==> config.mk <==
export PLATFORM = sky130hd
export DESIGN_NAME = mda_motor_cmd_ramp_flat
export DESIGN_NICKNAME = d
export VERILOG_FILES = /design/src/rtl/mda_motor_cmd_ramp_if.sv /design/src/rtl/mda_motor_cmd_ramp.sv /design/src/flat_wrapper.sv
export SDC_FILE = /design/constraint.sdc
export NUM_CORES = 1
export LEC_CHECK = 0
export CORE_UTILIZATION = 53
export DETAILED_ROUTE_END_ITERATION = 7
export HOLD_SLACK_MARGIN = 0.06
export PLACE_DENSITY = 0.8
export SYNTH_ARGS = -nofsm -noshare
export SYNTH_HDL_FRONTEND = slang
export SYNTH_SLANG_ARGS = --single-unit
==> constraint.sdc <==
create_clock -name i_clk -period 5.1 [get_ports i_clk]
set_input_delay 0.51 -clock i_clk [delete_from_list [all_inputs] [get_ports i_clk]]
set_output_delay 0.51 -clock i_clk [all_outputs]
set_load 0.01 [all_outputs]
==> src/rtl/mda_motor_cmd_ramp_if.sv <==
// Host command channel for the motor command ramp stage: valid/ready handshake
// carrying the requested on/period/duty fields.
interface mda_motor_cmd_ramp_if #(
  parameter int DATA_W = 16
);
  logic              cmd_valid;
  logic              cmd_ready;
  logic              cmd_on;
  logic [DATA_W-1:0] cmd_period;
  logic [DATA_W-1:0] cmd_duty;

  modport master (output cmd_valid, cmd_on, cmd_period, cmd_duty, input cmd_ready);
  modport slave  (input cmd_valid, cmd_on, cmd_period, cmd_duty, output cmd_ready);
endinterface

==> src/rtl/mda_motor_cmd_ramp.sv <==
// Motor command stage: accepts host commands and slews duty_cycle toward the target
// so the H-bridge never sees a step. Optional watchdog: define MDA_MOTOR_CMD_RAMP_WDT_EN.
module mda_motor_cmd_ramp #(
  parameter int          DATA_W     = 16,
  parameter int unsigned STEP_DIV   = 1000,
  parameter logic [15:0] STEP       = 16'd16,
  parameter int unsigned WDT_CYCLES = 50000000
) (
  input  logic                 i_clk,
  input  logic                 i_reset,
  mda_motor_cmd_ramp_if.slave  s_cmd,
  output logic                 o_on,
  output logic [DATA_W-1:0]    o_period,
  output logic [DATA_W-1:0]    o_duty_cycle,
  output logic                 o_ramping,
  output logic                 o_wdt_tripped
);

  typedef enum logic [1:0] {S_OFF, S_RAMP, S_HOLD, S_DRAIN} state_t;

  localparam int PW = (STEP_DIV > 1) ? $clog2(STEP_DIV) : 1;
  localparam logic [PW-1:0] TICK_AT = PW'(STEP_DIV - 1);

  if (STEP_DIV == 0 || STEP == '0 || WDT_CYCLES == 0) begin : g_param_chk
    $error("mda_motor_cmd_ramp: STEP_DIV, STEP and WDT_CYCLES must be >= 1");
  end

  // One ramp tick toward tgt; the 17-bit difference keeps the step from wrapping or overshooting.
  function automatic logic [DATA_W-1:0] slew(input logic [DATA_W-1:0] cur,
                                             input logic [DATA_W-1:0] tgt);
    logic [DATA_W:0] diff;
    if ({1'b0, cur} < {1'b0, tgt}) begin
      diff = {1'b0, tgt} - {1'b0, cur};
      slew = (diff > {1'b0, STEP}) ? cur + STEP : tgt;
    end else begin
      diff = {1'b0, cur} - {1'b0, tgt};
      slew = (diff > {1'b0, STEP}) ? cur - STEP : tgt;
    end
  endfunction

  state_t            r_state;
  logic [PW-1:0]     r_presc;
  logic              r_on;
  logic [DATA_W-1:0] r_period;
  logic [DATA_W-1:0] r_duty;
  logic [DATA_W-1:0] r_target;
  logic              r_pend_on;
  logic [DATA_W-1:0] r_pend_period;
  logic [DATA_W-1:0] r_pend_target;

  logic              w_tick;
  logic              w_acc;
  logic              w_on_req;
  logic [DATA_W-1:0] w_tgt;
  logic [DATA_W-1:0] w_slewed;
  logic              w_wdt_exp;

  assign w_tick   = (r_presc == TICK_AT);
  assign w_acc    = s_cmd.cmd_valid & s_cmd.cmd_ready;
  assign w_on_req = s_cmd.cmd_on & (s_cmd.cmd_period != '0);
  assign w_tgt    = (s_cmd.cmd_duty > s_cmd.cmd_period) ? s_cmd.cmd_period : s_cmd.cmd_duty;
  assign w_slewed = slew(r_duty, r_target);

  always_ff @(posedge i_clk) begin
    if (i_reset) r_presc <= '0;
    else         r_presc <= w_tick ? '0 : r_presc + PW'(1);
  end

  always_ff @(posedge i_clk) begin
    if (i_reset) begin
      r_state       <= S_OFF;
      r_on          <= 1'b0;
      r_period      <= '0;
      r_duty        <= '0;
      r_target      <= '0;
      r_pend_on     <= 1'b0;
      r_pend_period <= '0;
      r_pend_target <= '0;
    end else begin
      case (r_state)
        S_OFF: begin
          if (w_acc && w_on_req) begin
            r_on     <= 1'b1;
            r_period <= s_cmd.cmd_period;
            r_duty   <= '0;
            r_target <= w_tgt;
            r_state  <= S_RAMP;
          end
        end
        S_RAMP, S_HOLD: begin
          if (w_tick) r_duty <= w_slewed;
          if (w_acc) begin
            if (w_on_req && (s_cmd.cmd_period == r_period)) begin
              r_target <= w_tgt;
              r_state  <= S_RAMP;
            end else begin
              // Period change or turn-off: park the request until duty reaches zero.
              r_pend_on     <= w_on_req;
              r_pend_period <= s_cmd.cmd_period;
              r_pend_target <= w_tgt;
              r_target      <= '0;
              r_state       <= S_DRAIN;
            end
          end else if (w_wdt_exp) begin
            r_pend_on <= 1'b0;
            r_target  <= '0;
            r_state   <= S_DRAIN;
          end else if (r_duty == r_target) begin
            r_state <= S_HOLD;
          end else begin
            r_state <= S_RAMP;
          end
        end
        S_DRAIN: begin
          if (w_tick) begin
            r_duty <= w_slewed;
            if (w_slewed == '0) begin
              if (r_pend_on) begin
                r_period <= r_pend_period;
                r_target <= r_pend_target;
                r_state  <= S_RAMP;
              end else begin
                r_on    <= 1'b0;
                r_state <= S_OFF;
              end
            end
          end
        end
        default: r_state <= S_OFF;
      endcase
    end
  end

`ifdef MDA_MOTOR_CMD_RAMP_WDT_EN
  logic [31:0] r_wdt_cnt;
  logic        r_wdt_trip;

  assign w_wdt_exp = (r_wdt_cnt >= WDT_CYCLES - 1);

  // Counter saturates at expiry so a long drain cannot wrap it back to safe.
  always_ff @(posedge i_clk) begin
    if (i_reset) begin
      r_wdt_cnt  <= '0;
      r_wdt_trip <= 1'b0;
    end else begin
      if (w_acc || r_state == S_OFF) r_wdt_cnt <= '0;
      else if (!w_wdt_exp)           r_wdt_cnt <= r_wdt_cnt + 32'd1;
      if (w_acc)
        r_wdt_trip <= 1'b0;
      else if (w_wdt_exp && (r_state == S_RAMP || r_state == S_HOLD))
        r_wdt_trip <= 1'b1;
    end
  end

  assign o_wdt_tripped = r_wdt_trip;
`else
  assign w_wdt_exp     = 1'b0;
  assign o_wdt_tripped = 1'b0;
`endif

  assign s_cmd.cmd_ready = (r_state != S_DRAIN);
  assign o_on            = r_on;
  assign o_period        = r_period;
  assign o_duty_cycle    = r_duty;
  assign o_ramping       = (r_duty != r_target) || (r_state == S_DRAIN);

endmodule
==> src/flat_wrapper.sv <==
// flat-port wrapper written by rule: the top's interface ports become plain ports
module mda_motor_cmd_ramp_flat 
#(
  parameter int          DATA_W     = 16,
  parameter int unsigned STEP_DIV   = 1000,
  parameter logic [15:0] STEP       = 16'd16,
  parameter int unsigned WDT_CYCLES = 50000000
)
  (i_clk, i_reset, o_on, o_period, o_duty_cycle, o_ramping, o_wdt_tripped, s_cmd_cmd_valid, s_cmd_cmd_on, s_cmd_cmd_period, s_cmd_cmd_duty, s_cmd_cmd_ready);
  mda_motor_cmd_ramp_if #(.DATA_W(DATA_W)) s_cmd_i ();
  input  logic i_clk;
  input  logic i_reset;
  output logic o_on;
  output logic [DATA_W-1:0] o_period;
  output logic [DATA_W-1:0] o_duty_cycle;
  output logic o_ramping;
  output logic o_wdt_tripped;
  input wire logic [$bits(s_cmd_i.cmd_valid)-1:0] s_cmd_cmd_valid;
  input wire logic [$bits(s_cmd_i.cmd_on)-1:0] s_cmd_cmd_on;
  input wire logic [$bits(s_cmd_i.cmd_period)-1:0] s_cmd_cmd_period;
  input wire logic [$bits(s_cmd_i.cmd_duty)-1:0] s_cmd_cmd_duty;
  output wire logic [$bits(s_cmd_i.cmd_ready)-1:0] s_cmd_cmd_ready;
  assign s_cmd_i.cmd_valid = s_cmd_cmd_valid;
  assign s_cmd_i.cmd_on = s_cmd_cmd_on;
  assign s_cmd_i.cmd_period = s_cmd_cmd_period;
  assign s_cmd_i.cmd_duty = s_cmd_cmd_duty;
  assign s_cmd_cmd_ready = s_cmd_i.cmd_ready;
  mda_motor_cmd_ramp #(.DATA_W(DATA_W), .STEP_DIV(STEP_DIV), .STEP(STEP), .WDT_CYCLES(WDT_CYCLES)) u_core (.i_clk(i_clk), .i_reset(i_reset), .s_cmd(s_cmd_i), .o_on(o_on), .o_period(o_period), .o_duty_cycle(o_duty_cycle), .o_ramping(o_ramping), .o_wdt_tripped(o_wdt_tripped));
endmodule
* Word level (Yosys, flattened, before mapping)
Index checks and enable logic that the tools add are counted.
** Storage, ports and cells
- Register bits :: 94
- Output and inout bits :: 36
** Cells by class
- Add/sub/neg operators :: 5
- Magnitude comparators :: 4
- Eq/ne operators :: 15
- Multiplexer cells :: 32
- Bitwise operators :: 3
- Reduce and logical (&&, ||, !) cells :: 16
** Operator list (number)
- 16-bit 2-to-1 mux :: 16
- 16-bit one-hot mux with 2 select lines :: 2
- 16-bit one-hot mux with 3 select lines :: 1
- 17-bit by 5-bit greater-than comparator with 1-bit output (second input constant) :: 2
- 16-bit by 16-bit subtractor with 17-bit output :: 2
- 16-bit equality test :: 2
- 16-bit by 5-bit adder with 16-bit output (second input constant) :: 1
- 16-bit greater-than comparator :: 1
- 16-bit zero test :: 1
- 16-bit less-than comparator :: 1
- 16-bit != test :: 1
- 16-bit nonzero test :: 1
- 16-bit by 5-bit subtractor with 16-bit output (second input constant) :: 1
- 5-bit AND reduction :: 3
- 2-bit 2-to-1 mux :: 6
- 2-bit by 1-bit != test with 1-bit output (second input constant) :: 6
- 10-bit by 1-bit adder with 10-bit output (second input constant) :: 1
- 10-bit equality test (second input constant) :: 1
- 2-bit one-hot mux with 3 select lines :: 1
- 3-bit AND reduction :: 2
- 1-bit 2-to-1 mux :: 5
- 2-bit equality test (second input constant) :: 2
- 2-bit != test (second input constant) :: 2
- 2-bit OR reduction :: 2
- other kinds (10) :: 12

* Longest topological paths before layout
- Word-level depth :: 8
- Depth in mapped cells :: 23
- Depth with buffers taken out :: 16

* Worst setup path before layout
OpenSTA, ideal clock, no wires.
- Path kind :: reg-to-reg
- Start point :: reg u_core.r_duty[6] (netlist: u_core.o_duty_cycle[6])
- End point :: reg u_core.r_period[10] (netlist: u_core.o_period[10])
- Library setup time :: 0.123 ns
- Data arrival time :: 4.999 ns
- Data required time :: 4.977 ns
- Path slack :: -0.022 ns
- Stages on the path, launching flop included :: 21
- Buffers on the path :: 4
- Clock period less this slack :: 5.122 ns
- Path through :: dfxtp_1 -> clkbuf_1 -> inv_1 -> ha_1 -> clkbuf_1 -> a21oi_1 -> xnor2_1 -> or4_1 -> a221o_1 -> a221oi_1 -> nand4_1 -> o21ai_1 -> clkbuf_1 -> inv_1 -> a211o_1 -> nand4b_1 -> nor4_2 -> nand2_1 -> o21ai_4 -> buf_6 -> mux2_1
** On the way
- Longest elaborated chain between the ends :: 7
- Elaborated cells on any way between the ends :: 13
- Those cells by class :: add/sub: 4; order compare: 3; eq/ne: 1; mux: 3; reduce/logical: 2
** Ends and longest elaborated chain
- start, declared :: RTL line mda_motor_cmd_ramp.sv:45 : logic [DATA_W-1:0] r_duty;
- start signal, assigned :: RTL line mda_motor_cmd_ramp.sv:91 : if (w_tick) r_duty <= w_slewed;
- start signal, assigned :: RTL line mda_motor_cmd_ramp.sv:116 : r_duty <= w_slewed;
- 16-bit by 16-bit subtractor with 17-bit output (on tied branches) :: RTL line mda_motor_cmd_ramp.sv:36, mda_motor_cmd_ramp.sv:33
- 17-bit by 5-bit greater-than comparator with 1-bit output (on tied branches) :: RTL line mda_motor_cmd_ramp.sv:37, mda_motor_cmd_ramp.sv:34
- 16-bit 2-to-1 mux (on tied branches) :: RTL line mda_motor_cmd_ramp.sv:37, mda_motor_cmd_ramp.sv:34
- 16-bit 2-to-1 mux * :: RTL line mda_motor_cmd_ramp.sv:32 : if ({1'b0, cur} < {1'b0, tgt}) begin
- 16-bit zero test * :: RTL line mda_motor_cmd_ramp.sv:117 : if (w_slewed == '0) begin
- 2-bit by 1-bit != test with 1-bit output (no line) *
- 5-bit AND reduction (no line) *
- end signal, assigned :: RTL line mda_motor_cmd_ramp.sv:84 : r_period <= s_cmd.cmd_period;
- end signal, assigned :: RTL line mda_motor_cmd_ramp.sv:119 : r_period <= r_pend_period;
- end, declared :: RTL line mda_motor_cmd_ramp.sv:44 : logic [DATA_W-1:0] r_period;
Every way passes the cells marked *; elsewhere a longest branch is shown, timed or not.
A chain may end at the register's enable or synchronous reset.

* Final worst setup path
- Start point :: reg u_core.r_duty[1] (netlist: u_core.o_duty_cycle[1])
- End point :: reg u_core.r_target[13]
** On the way
- Longest elaborated chain between the ends :: 7
- Elaborated cells on any way between the ends :: 13
- Those cells by class :: add/sub: 4; order compare: 3; eq/ne: 1; mux: 3; reduce/logical: 2
** Ends and longest elaborated chain
- 16-bit by 16-bit subtractor with 17-bit output (on tied branches) :: RTL line mda_motor_cmd_ramp.sv:36, mda_motor_cmd_ramp.sv:33
- 17-bit by 5-bit greater-than comparator with 1-bit output (on tied branches) :: RTL line mda_motor_cmd_ramp.sv:37, mda_motor_cmd_ramp.sv:34
- 16-bit 2-to-1 mux (on tied branches) :: RTL line mda_motor_cmd_ramp.sv:37, mda_motor_cmd_ramp.sv:34
- 16-bit 2-to-1 mux * :: RTL line mda_motor_cmd_ramp.sv:32
- 16-bit zero test * :: RTL line mda_motor_cmd_ramp.sv:117
- 2-bit by 1-bit != test with 1-bit output (no line) *
- 5-bit AND reduction (no line) *
- end signal, assigned :: RTL line mda_motor_cmd_ramp.sv:86 : r_target <= w_tgt;
- end signal, assigned :: RTL line mda_motor_cmd_ramp.sv:94 : r_target <= w_tgt;
- end signal, assigned :: RTL line mda_motor_cmd_ramp.sv:120 : r_target <= r_pend_target;
- end, declared :: RTL line mda_motor_cmd_ramp.sv:46 : logic [DATA_W-1:0] r_target;
Marked as above.

==> results.sh <==
export IMPL_outcome="finished clean"
export IMPL_firstDrtPassIters=5
export IMPL_detailroute_via_count=6981
export IMPL_io_pins=72
export IMPL_regArea_mm2=0.00188
export IMPL_dp_hpwl_mm=15.2
export IMPL_critPathLaunchType="flip-flop"
export IMPL_max_slew_margin_rel_pct=13.9
export IMPL_worst_endpoint_arrival_ns=5.21
export IMPL_synth_largest_type_area_fraction_pct=26.1
export IMPL_final_min_clock_period_ns=4.97
export IMPL_worst_endpoint_required_ns=5.34
export IMPL_rrSetupSlack_ns=0.13
export IMPL_maximum_number_of_pins_on_one_net_before_global_route_repair=104
export IMPL_iteration_0_drc_count_of_the_detailed_router=544
export IMPL_postSynthNetCount=1005
export IMPL_design_core_area_mm2=0.0132
export IMPL_async_flop_share_pct=0
export IMPL_multi_input_combinational_cell_area_mm2=0.00494
export IMPL_die_height_um=119
export IMPL_synthCells=915
export IMPL_cp_buffers_inverters=3
export IMPL_clkSlewWorstSetupHoldPaths_ns=0.06
export IMPL_floorplan_initialDensity_pct=54.5
export IMPL_endpoint_kind="flip-flop"
export IMPL_grt_antenna_before_repair=0
export IMPL_die_x_um=119
export IMPL_latest_clock_arrival_within_the_worst_skew_pair_ns=0.34
export IMPL_yosysTopAreaCell="sky130_fd_sc_hd__dfxtp_1"
export IMPL_synth_most_common_cell="sky130_fd_sc_hd__nor2_1"
export IMPL_static_leakage_power_nw=3.40
export IMPL_antenna_violating_nets_post_route=0
export IMPL_count_of_flip_flops_with_a_built_in_enable_after_synthesis=0
export IMPL_globalRouteTotalUtil_pct=28.5
export IMPL_grt_pass1_vias=6588
export IMPL_critical_path_slowest_cell="sky130_fd_sc_hd__or4b_2"
export IMPL_gr_usage_met1_pct=33.8
export IMPL_final_min_period_over_clock_period_pct=97.5
export IMPL_clock_skew_ns=0.00554
export IMPL_cpMostUsedCell="sky130_fd_sc_hd__buf_4"
export IMPL_seq_area_frac_synth_pct=26.1
export IMPL_transition_time_at_the_pin_with_the_least_slew_margin_ns=1.28
export IMPL_synth_yosys_warnings=0
export IMPL_totalWireLength_mm=20.1
export IMPL_post_route_drc_count=0
export IMPL_ir_drop_worst_case_vdd_v=0.000213
export IMPL_grt_use_met3_pct=4.10
export IMPL_cap_violations=0
export IMPL_num_antenna_cells=0
export IMPL_synth_top_cells_by_count="sky130_fd_sc_hd__nor2_1, sky130_fd_sc_hd__dfxtp_1, sky130_fd_sc_hd__a21oi_1"
export IMPL_power_per_cell_area_mw_per_mm2=313
export IMPL_fin_area_mm2=0.00859
export IMPL_final_net_count=1070
export IMPL_slew_viol_final=0
export IMPL_fillerInstances=1160
export IMPL_cts_tree="built"
export IMPL_crit_type="flip-flop to flip-flop"
export IMPL_cts_inserted_buffers=9
export IMPL_placed_cells=1144
export IMPL_critPathTopFamily="compound AO/OA/AOI/OAI gates"
export IMPL_min_path_type="flip-flop to flip-flop"
export IMPL_std_cell_rows=42
export IMPL_grt_pass1_wl_mm=32.5
export IMPL_synth_area_leaders="sky130_fd_sc_hd__dfxtp_1, sky130_fd_sc_hd__ha_1, sky130_fd_sc_hd__mux2i_1"
export IMPL_cts_path_max_buffers=2
export IMPL_grt_remaining_overflow=0
export IMPL_setup_violations_final=0
export IMPL_worst_slack_ns=0.127
export IMPL_achievable_frequency_mhz=201
export IMPL_worstPathCellList="inv_1 -> ha_1 -> nor2b_4 -> o31ai_4 -> a31oi_2 -> o21ai_1 -> a21oi_1 -> or4b_2 -> o41ai_4 -> buf_4 -> nor2_1 -> nor4_2 -> a2111oi_1 -> o21a_1 -> a31o_4 -> and3_1 -> buf_4 -> a211oi_1"
export IMPL_yosysUniqueCellTypes=75
export IMPL_via_per_inst=6.02
export IMPL_final_cells=1160
export IMPL_yosys_most_used_dff="sky130_fd_sc_hd__dfxtp_1"
export IMPL_drive_above_1_share_pct=8.13
export IMPL_dp_worst_setup_slack_ns=0.223
export IMPL_fin_util_pct=64.8
export IMPL_syn_area_mm2=0.00722
export IMPL_flow_area_growth_from_synthesis_pct=18.9
export IMPL_cts_htree_levels=3
export IMPL_crit_fanout=8
export IMPL_critical_path_max_stage_delay_ns=0.75
export IMPL_gr_max_usage_layer="met2"
export IMPL_place_congestion=0.947
export IMPL_io_buffers=70
export IMPL_ys_ff_latch=94
export IMPL_clock_tree_root_cell="sky130_fd_sc_hd__clkbuf_16"
export IMPL_dieArea_mm2=0.0141
export IMPL_place_area_mm2=0.00821
export IMPL_syn_mean_instance_area_um2=7.89
export IMPL_hold_viol_final=0
export IMPL_global_route_usage_met2_pct=49.6
export IMPL_wl_per_cell_um=17.3
export IMPL_cts_sinks=94
-- state kept, by name (all words and copies together), names as in the netlist --
register,flops
u_core.o_duty_cycle,16
u_core.o_on,1
u_core.o_period,16
u_core.r_pend_on,1
u_core.r_pend_period,16
u_core.r_pend_target,16
u_core.r_presc,10
u_core.r_state,2
u_core.r_target,16
-- final timing paths --
kind | startpoint | endpoint | cells past startpoint
max | u_core.o_duty_cycle[1] | u_core.r_target[13] | 18
min | u_core.r_presc[0] | u_core.r_presc[0] | 1
max reg2reg | u_core.o_duty_cycle[1] | u_core.r_target[13] | 18
min reg2reg | u_core.r_presc[0] | u_core.r_presc[0] | 1
-- where the power goes --
part / switching (mW) / internal, mW
clock: 0.268 / 0.404
sequential: 0.0669 / 0.802
combinational: 0.653 / 0.490
-- kinds of logic after synthesis --
family	Yosys count	synth area share, %
multiplexers	65	9.29
adder cells (fa/ha/maj)	54	9.36
AO/OA/AOI/OAI	243	23.0
buffers and inverters	116	6.62
AND/OR/NAND/NOR	293	19.7
other	1	0.0519
XOR/XNOR	49	5.94
flip-flops	94	26.1
-- cell type report --
cell class | count | area share (%)
Clock buffer | 12 | 2.99
Clock inverter | 3 | 0.510
Inverter | 61 | 2.67
Multi-Input combinational cell | 705 | 57.5
Sequential cell | 94 | 21.9
Tap cell | 176 | 2.56
Timing Repair Buffer | 109 | 11.8
-- per-stage QoR --
step | hold slack [ns] | TNS [ns] | total power [mW]
3_3_place_gp | 0.441 | 0 | 1.97
2_1_floorplan | 0.426 | 0 | 1.64
6_report | 0.457 | 0 | 2.68
4_1_cts | 0.461 | 0 | 2.66
3_5_place_dp | 0.447 | 0 | 1.98
5_1_grt | 0.493 | -0.0582 | 2.84
-- routing by layer --
layer,vias to the layer above,wire (um)
met5,-,0
met4,0,892
met3,63,1070
met2,239,9700
met1,3268,8430
li1,3411,-
-- timing repair --
item / 4_1_cts / 5_1_grt
buffers inserted: 0 / 1
hold buffers: 0 / 0
setup endpoints to repair: 0 / 32
resized for setup: 0 / 17
hold endpoints to repair: 0 / 0
-- cell usage in the layout (no fill, tap or decap), types with 23 or more instances in the layout --
cell and count:
sky130_fd_sc_hd__buf_4 38, sky130_fd_sc_hd__ha_1 52, sky130_fd_sc_hd__clkdlybuf4s50_1 69, sky130_fd_sc_hd__inv_1 61
sky130_fd_sc_hd__nand2_1 37, sky130_fd_sc_hd__nor2b_1 26, sky130_fd_sc_hd__a211oi_1 39, sky130_fd_sc_hd__mux2i_1 49
sky130_fd_sc_hd__nor2_1 130, sky130_fd_sc_hd__o21ai_0 29, sky130_fd_sc_hd__xor2_1 26, sky130_fd_sc_hd__dfxtp_1 94
sky130_fd_sc_hd__a21oi_1 62, sky130_fd_sc_hd__xnor2_1 23
Power figures use the tool's default switching activity.
